File: config.mk
export PLATFORM = sky130hd
export DESIGN_NAME = clk_divider_multi
export DESIGN_NICKNAME = d
export VERILOG_FILES = /design/src/rtl/alarm_pkg.sv /design/src/rtl/div_channel.sv /design/src/rtl/clk_divider_multi.sv
export SDC_FILE = /design/constraint.sdc
export NUM_CORES = 1
export LEC_CHECK = 0
export CORE_ASPECT_RATIO = 0.6
export CORE_MARGIN = 1.5
export CORE_UTILIZATION = 38
export CTS_CLUSTER_SIZE = 10
export DETAILED_ROUTE_END_ITERATION = 7
export SYNTH_ARGS = -nofsm -noshare
export SYNTH_HDL_FRONTEND = slang
export SYNTH_HIERARCHICAL = 1
export SYNTH_SLANG_ARGS = --single-unit
File: constraint.sdc
create_clock -name Clk -period 4.5 [get_ports Clk]
set_clock_uncertainty 0.05 [all_clocks]
set_input_delay 0.45 -clock Clk [delete_from_list [all_inputs] [get_ports Clk]]
set_output_delay 0.45 -clock Clk [all_outputs]
set_load 0.03 [all_outputs]
File: src/rtl/alarm_pkg.sv
// Shared constants for the alarm-clock timing chain on the 50 MHz board.
package alarm_pkg;

  localparam int unsigned BOARD_CLK_HZ = 50000000;

  // Half-periods in board clock cycles (output period = 2 * half).
  localparam int unsigned DEF_HALF_1HZ   = 25000000;  // seconds tick
  localparam int unsigned DEF_HALF_SCAN  = 25000;     // 1 kHz display scan
  localparam int unsigned TONE_HALF_2KHZ = 12500;     // buzzer tone, high
  localparam int unsigned TONE_HALF_1KHZ = 25000;     // buzzer tone, low

  // Conventional channel assignment on the board.
  typedef enum int unsigned {
    ChSeconds = 0,
    ChScan    = 1,
    ChTone    = 2
  } ch_role_e;

  // Half-period for a wanted output frequency; caller keeps out_hz nonzero.
  function automatic int unsigned half_for_hz(int unsigned clk_hz, int unsigned out_hz);
    return clk_hz / (2 * out_hz);
  endfunction

endpackage

File: src/rtl/div_channel.sv
// One divider slice: loadable half-period, counter, 50%-duty level and toggle strobe.
module div_channel #(
  parameter int unsigned CNT_W    = 26,
  parameter int unsigned DEF_HALF = 25000000
) (
  input  logic             Clk,
  input  logic             Rst,
  input  logic             En,
  input  logic             Clr,
  input  logic             Wr,
  input  logic [CNT_W-1:0] WrVal,
  output logic             ClkOut,
  output logic             Tick
);

  localparam logic [CNT_W-1:0] DefHalf = CNT_W'(DEF_HALF);
  localparam logic [CNT_W-1:0] One     = CNT_W'(1);

  logic [CNT_W-1:0] half_q, half_d;
  logic [CNT_W-1:0] cnt_q, cnt_d;
  logic             out_q, out_d;
  logic             tick_q, tick_d;
  logic             wr_ok;

  // A zero half-period is never stored, so the Half-1 compare cannot wrap.
  assign wr_ok = Wr && (WrVal != '0);

  // Next state: clear beats write beats counting; tick only on a counted wrap.
  always_comb begin
    half_d = half_q;
    cnt_d  = cnt_q;
    out_d  = out_q;
    tick_d = 1'b0;
    if (Clr) begin
      cnt_d = '0;
      out_d = 1'b0;
      if (wr_ok) begin
        half_d = WrVal;
      end
    end else if (wr_ok) begin
      half_d = WrVal;
      cnt_d  = '0;
    end else if (En) begin
      if (cnt_q == half_q - One) begin
        cnt_d  = '0;
        out_d  = ~out_q;
        tick_d = 1'b1;
      end else begin
        cnt_d = cnt_q + One;
      end
    end
  end

  // State registers with synchronous reset.
  always_ff @(posedge Clk) begin
    if (Rst) begin
      half_q <= DefHalf;
      cnt_q  <= '0;
      out_q  <= 1'b0;
      tick_q <= 1'b0;
    end else begin
      half_q <= half_d;
      cnt_q  <= cnt_d;
      out_q  <= out_d;
      tick_q <= tick_d;
    end
  end

  assign ClkOut = out_q;
  assign Tick   = tick_q;

endmodule

File: src/rtl/clk_divider_multi.sv
// Multi-channel programmable tick/level generator; all outputs are Clk-domain enables.
module clk_divider_multi
  import alarm_pkg::*;
#(
  parameter int unsigned NUM_CH   = 2,
  parameter int unsigned CNT_W    = 26,
  parameter int unsigned DEF_HALF = DEF_HALF_1HZ,
  localparam int unsigned CH_W    = (NUM_CH > 1) ? $clog2(NUM_CH) : 1
) (
  input  logic              Clk,
  input  logic              Rst,
  input  logic              En,
  input  logic              Sync,
  input  logic              Load,
  input  logic [CH_W-1:0]   LoadCh,
  input  logic [CNT_W-1:0]  LoadVal,
  output logic [NUM_CH-1:0] ClkOut,
  output logic [NUM_CH-1:0] Tick
);

  logic [NUM_CH-1:0] wr;

  // Out-of-range LoadCh matches no index, so such loads fall away here.
  for (genvar i = 0; i < NUM_CH; i++) begin : g_ch
    assign wr[i] = Load && (LoadCh == CH_W'(i));

    div_channel #(
      .CNT_W    (CNT_W),
      .DEF_HALF (DEF_HALF)
    ) u_div_channel (
      .Clk    (Clk),
      .Rst    (Rst),
      .En     (En),
      .Clr    (Sync),
      .Wr     (wr[i]),
      .WrVal  (LoadVal),
      .ClkOut (ClkOut[i]),
      .Tick   (Tick[i])
    );
  end

endmodule
==> impl_metrics.csv <==
group,metric,value,unit
logic_synthesis,yosys_warnings,6,
cells_and_area,num_antenna_cells,0,
cts,clk_latency,0.35,ns
critical_path,required,4.71,ns
cts,cts_max_level,3,
global_routing,grt_antenna_before_repair,0,
logic_synthesis,ys_ff_latch,108,
critical_path,cp-end-kind,"flip-flop",
power,cell_internal_pwr,1.611,mW
cts,root_buffer,"clkbuf_16",
sta,hold_viol,0,
floorplan,start_util,39.46,%
logic_synthesis,netlist_instances,750,
drt,wirelength,16420,um
sta,setup_viol,0,
cts,cts_setup_buffers,0,
sta,slew_violations,0,
logic_synthesis,syn-num-nets,786,
logic_synthesis,synth_top_cell_area_share,35.14,%
cts,cts_tree,"yes",
critical_path,critPathMaxFanout,6,
cts,cts_resized,0,
power,irDropWorstVdd,0.1912,mV
run,drv_cap,0,
worst_hold_path,min_path_type,"flip-flop to flip-flop",
cells_and_area,drive_above_1_share,5.304,%
sta,tightestPinTransition,1.088,ns
global_routing,grt_pass1_wl,26640,um
global_routing,grtUsageMet3,5.862,%
critical_path,cp.arrival,3.82,ns
logic_synthesis,synth_edf_count,0,
floorplan,core_area,0.01559,mm^2
power,power.leakage,2.462,nW
drt,post_drt_wl_per_cell,16.83,um
power,fin_total_pwr,2.153,mW
floorplan,fp.dieW,167.3,um
logic_synthesis,syn-cell-area,0.006152,mm^2
critical_path,worstSetupPathType,"flip-flop to flip-flop",
logic_synthesis,synth_mux_area_share,3.579,%
logic_synthesis,yosys.area_share.simple,27.39,%
power,combPwrFrac,11.7,%
sta,fmax,0.2770,GHz
global_routing,grt_overflow,0,
global_routing,track_usage,20.14,%
place,place.gp.congestion,0.8955,
cts,clk_pin_slew,0.07,ns
sta,setup_tns,0,ns
cts,clockBufferDepth,2,
place,dpl.hpwl,12510,um
global_routing,grt_use_met1,31.17,%
logic_synthesis,yosys_most_used_dff,"dfxtp_1",
drt,remaining_drc_errors,0,
global_routing,grt_max_degree,36,
critical_path,cp-start-kind,"flip-flop",
power,p_sw,0.5411,mW
sta,rsz0062_at_grt,"false",
sta,slew_headroom,26.78,%
outcome,status,"finished clean",
floorplan,die-area,0.01699,mm^2
logic_synthesis,avgSynthCellArea,8.203,um^2
power,power_frac_seq,47.7,%
cts,cts_hold_buf,0,
cells_and_area,areaGrowthSynthToFinish,13.85,%
drt,ant_nets,0,
cts,clock_sinks,108,
drt,viasPerCell,5.557,
global_routing,busiest_layer,"met1",
logic_synthesis,yosysTopAreaCell,"dfxtp_1",
logic_synthesis,ys_types,51,
sta,fin_crit,3.610,ns
power,power_density,307.3,mW/mm^2
logic_synthesis,synth_top_family_by_area,"simple AND/OR/NAND/NOR gates",
floorplan,rows,35,
sta,timing.final.crit_share,80.22,%
logic_synthesis,synthAdderAreaFrac,0.8135,%
place,dp_cells,961,
logic_synthesis,synthXorXnorAreaFrac,15.66,%
logic_synthesis,ys_seq_area_share,35.14,%
cells_and_area,final_cell_mix,"128 x nor2_1, 108 x dfxtp_1, 66 x xnor2_1",
cells_and_area,fillers,1527,
floorplan,die_y,101.6,um
logic_synthesis,synth_compound_area_share,13.18,%
floorplan,pin_count,36,
cts,numCtsBuffers,9,
drt,vias,5424,
cells_and_area,finalNetCount,805,
cells_and_area,final_common_cell,"nor2_1",
logic_synthesis,synthTopCellsByArea,"dfxtp_1 35%, xnor2_1 9.4%, nor2_1 7.8%",
power,pwr-share-clk,40.6,%
power,swShare,25.14,%
drt,first_pass_iters,5,
sta,timing.hold.ws,0.4638,ns
logic_synthesis,async_flop_share,0,%
drt,drtIter0Drc,522,
cells_and_area,final-instance-count-excl-fill,976,
global_routing,use_met2,27.10,%
global_routing,grt_pass1_vias,4968,
place,portBuffers,35,
## cell families after synthesis
group                    Yosys count
multiplexers                      22
AND/OR/NAND/NOR                  338
flip-flops                       108
adder cells (fa/ha/maj)            4
AO/OA/AOI/OAI                    100
buffers and inverters             68
XOR/XNOR                         110
## power groups by stage
stage	Sequential (mW)	Combinational [mW]	Clock (mW)
after floorplan	1.03	0.171	0
final	1.03	0.251	0.873
after global placement	1.05	0.239	0
after global routing	1.03	0.275	0.933
after detailed placement	1.05	0.246	0
after CTS	1.03	0.248	0.898
## registers in the layout (all words and copies together), names as in the netlist
register,count
g_ch.u_div_channel/cnt_q,52
g_ch.u_div_channel/ClkOut,2
g_ch.u_div_channel/half_q,52
g_ch.u_div_channel/Tick,2
## critical path, cell delays in order, from the launching register on
cell       delay (ns)
dfxtp_1          0.37
inv_1            0.08
ha_1             0.24
or4b_4           0.51
or4_4            0.54
or4_4            0.52
a2111oi_4        0.22
o2111ai_2        0.23
or4_1            0.52
a211oi_1         0.22
## final cells by class
cell class                      count  area [um^2]  share of cell area [%]
Clock buffer                       11        252.7                   3.608
Clock inverter                      4        72.57                   1.036
Inverter                           34        127.6                   1.822
Multi-Input combinational cell    574         3737                   53.36
Sequential cell                   108         2162                   30.87
Tap cell                          203        254.0                   3.626
Timing Repair Buffer               42        397.9                   5.681
## synthesized netlist by cell type, drive strengths merged (4+ instances only)
cell and number:
clkbuf 28, a2111oi 4, nor3b 4, nand4 24, nor3 26, nor4 20, nand2 54, nand3 20
o31ai 6, o211ai 8, a21oi 14, ha 4, and3 8, xor2 44, buf 6, o21a 4
a211o 20, inv 34, nand3b 10, o21ai 10, nor2b 6, or4 8, and4 4, mux2i 22
dfxtp 108, nor2 128, a211oi 8, o2111ai 4, or3 16, o41ai 6, xnor2 66
## routing by layer
metal,wire length (um),vias up
li1,-,2672
met1,8825,2591
met2,6209,153
met3,1290,8
met4,97,0
met5,0,-
## through the flow
step                area [um^2]  setup slack [ns]  util, %
floorplan                  6152             1.158        -
finish                     7004            0.8901    44.93
global placement           6679             1.018    42.84
CTS                        7004            0.8928    44.93
detailed placement         6679            0.9095    42.84
global route               7004            0.6668    44.93
## worst paths after layout
check	slack [ns]	from	endpoint	cells past startpoint
max	0.89	g_ch[1].u_div_channel/half_q[0]	g_ch[1].u_div_channel/ClkOut	9
min	0.46	g_ch[0].u_div_channel/half_q[4]	g_ch[0].u_div_channel/half_q[4]	2
max reg2reg	0.89	g_ch[1].u_div_channel/half_q[0]	g_ch[1].u_div_channel/ClkOut	9
min reg2reg	0.46	g_ch[0].u_div_channel/half_q[4]	g_ch[0].u_div_channel/half_q[4]	2
Note: power is estimated with default switching activity, not from simulation.
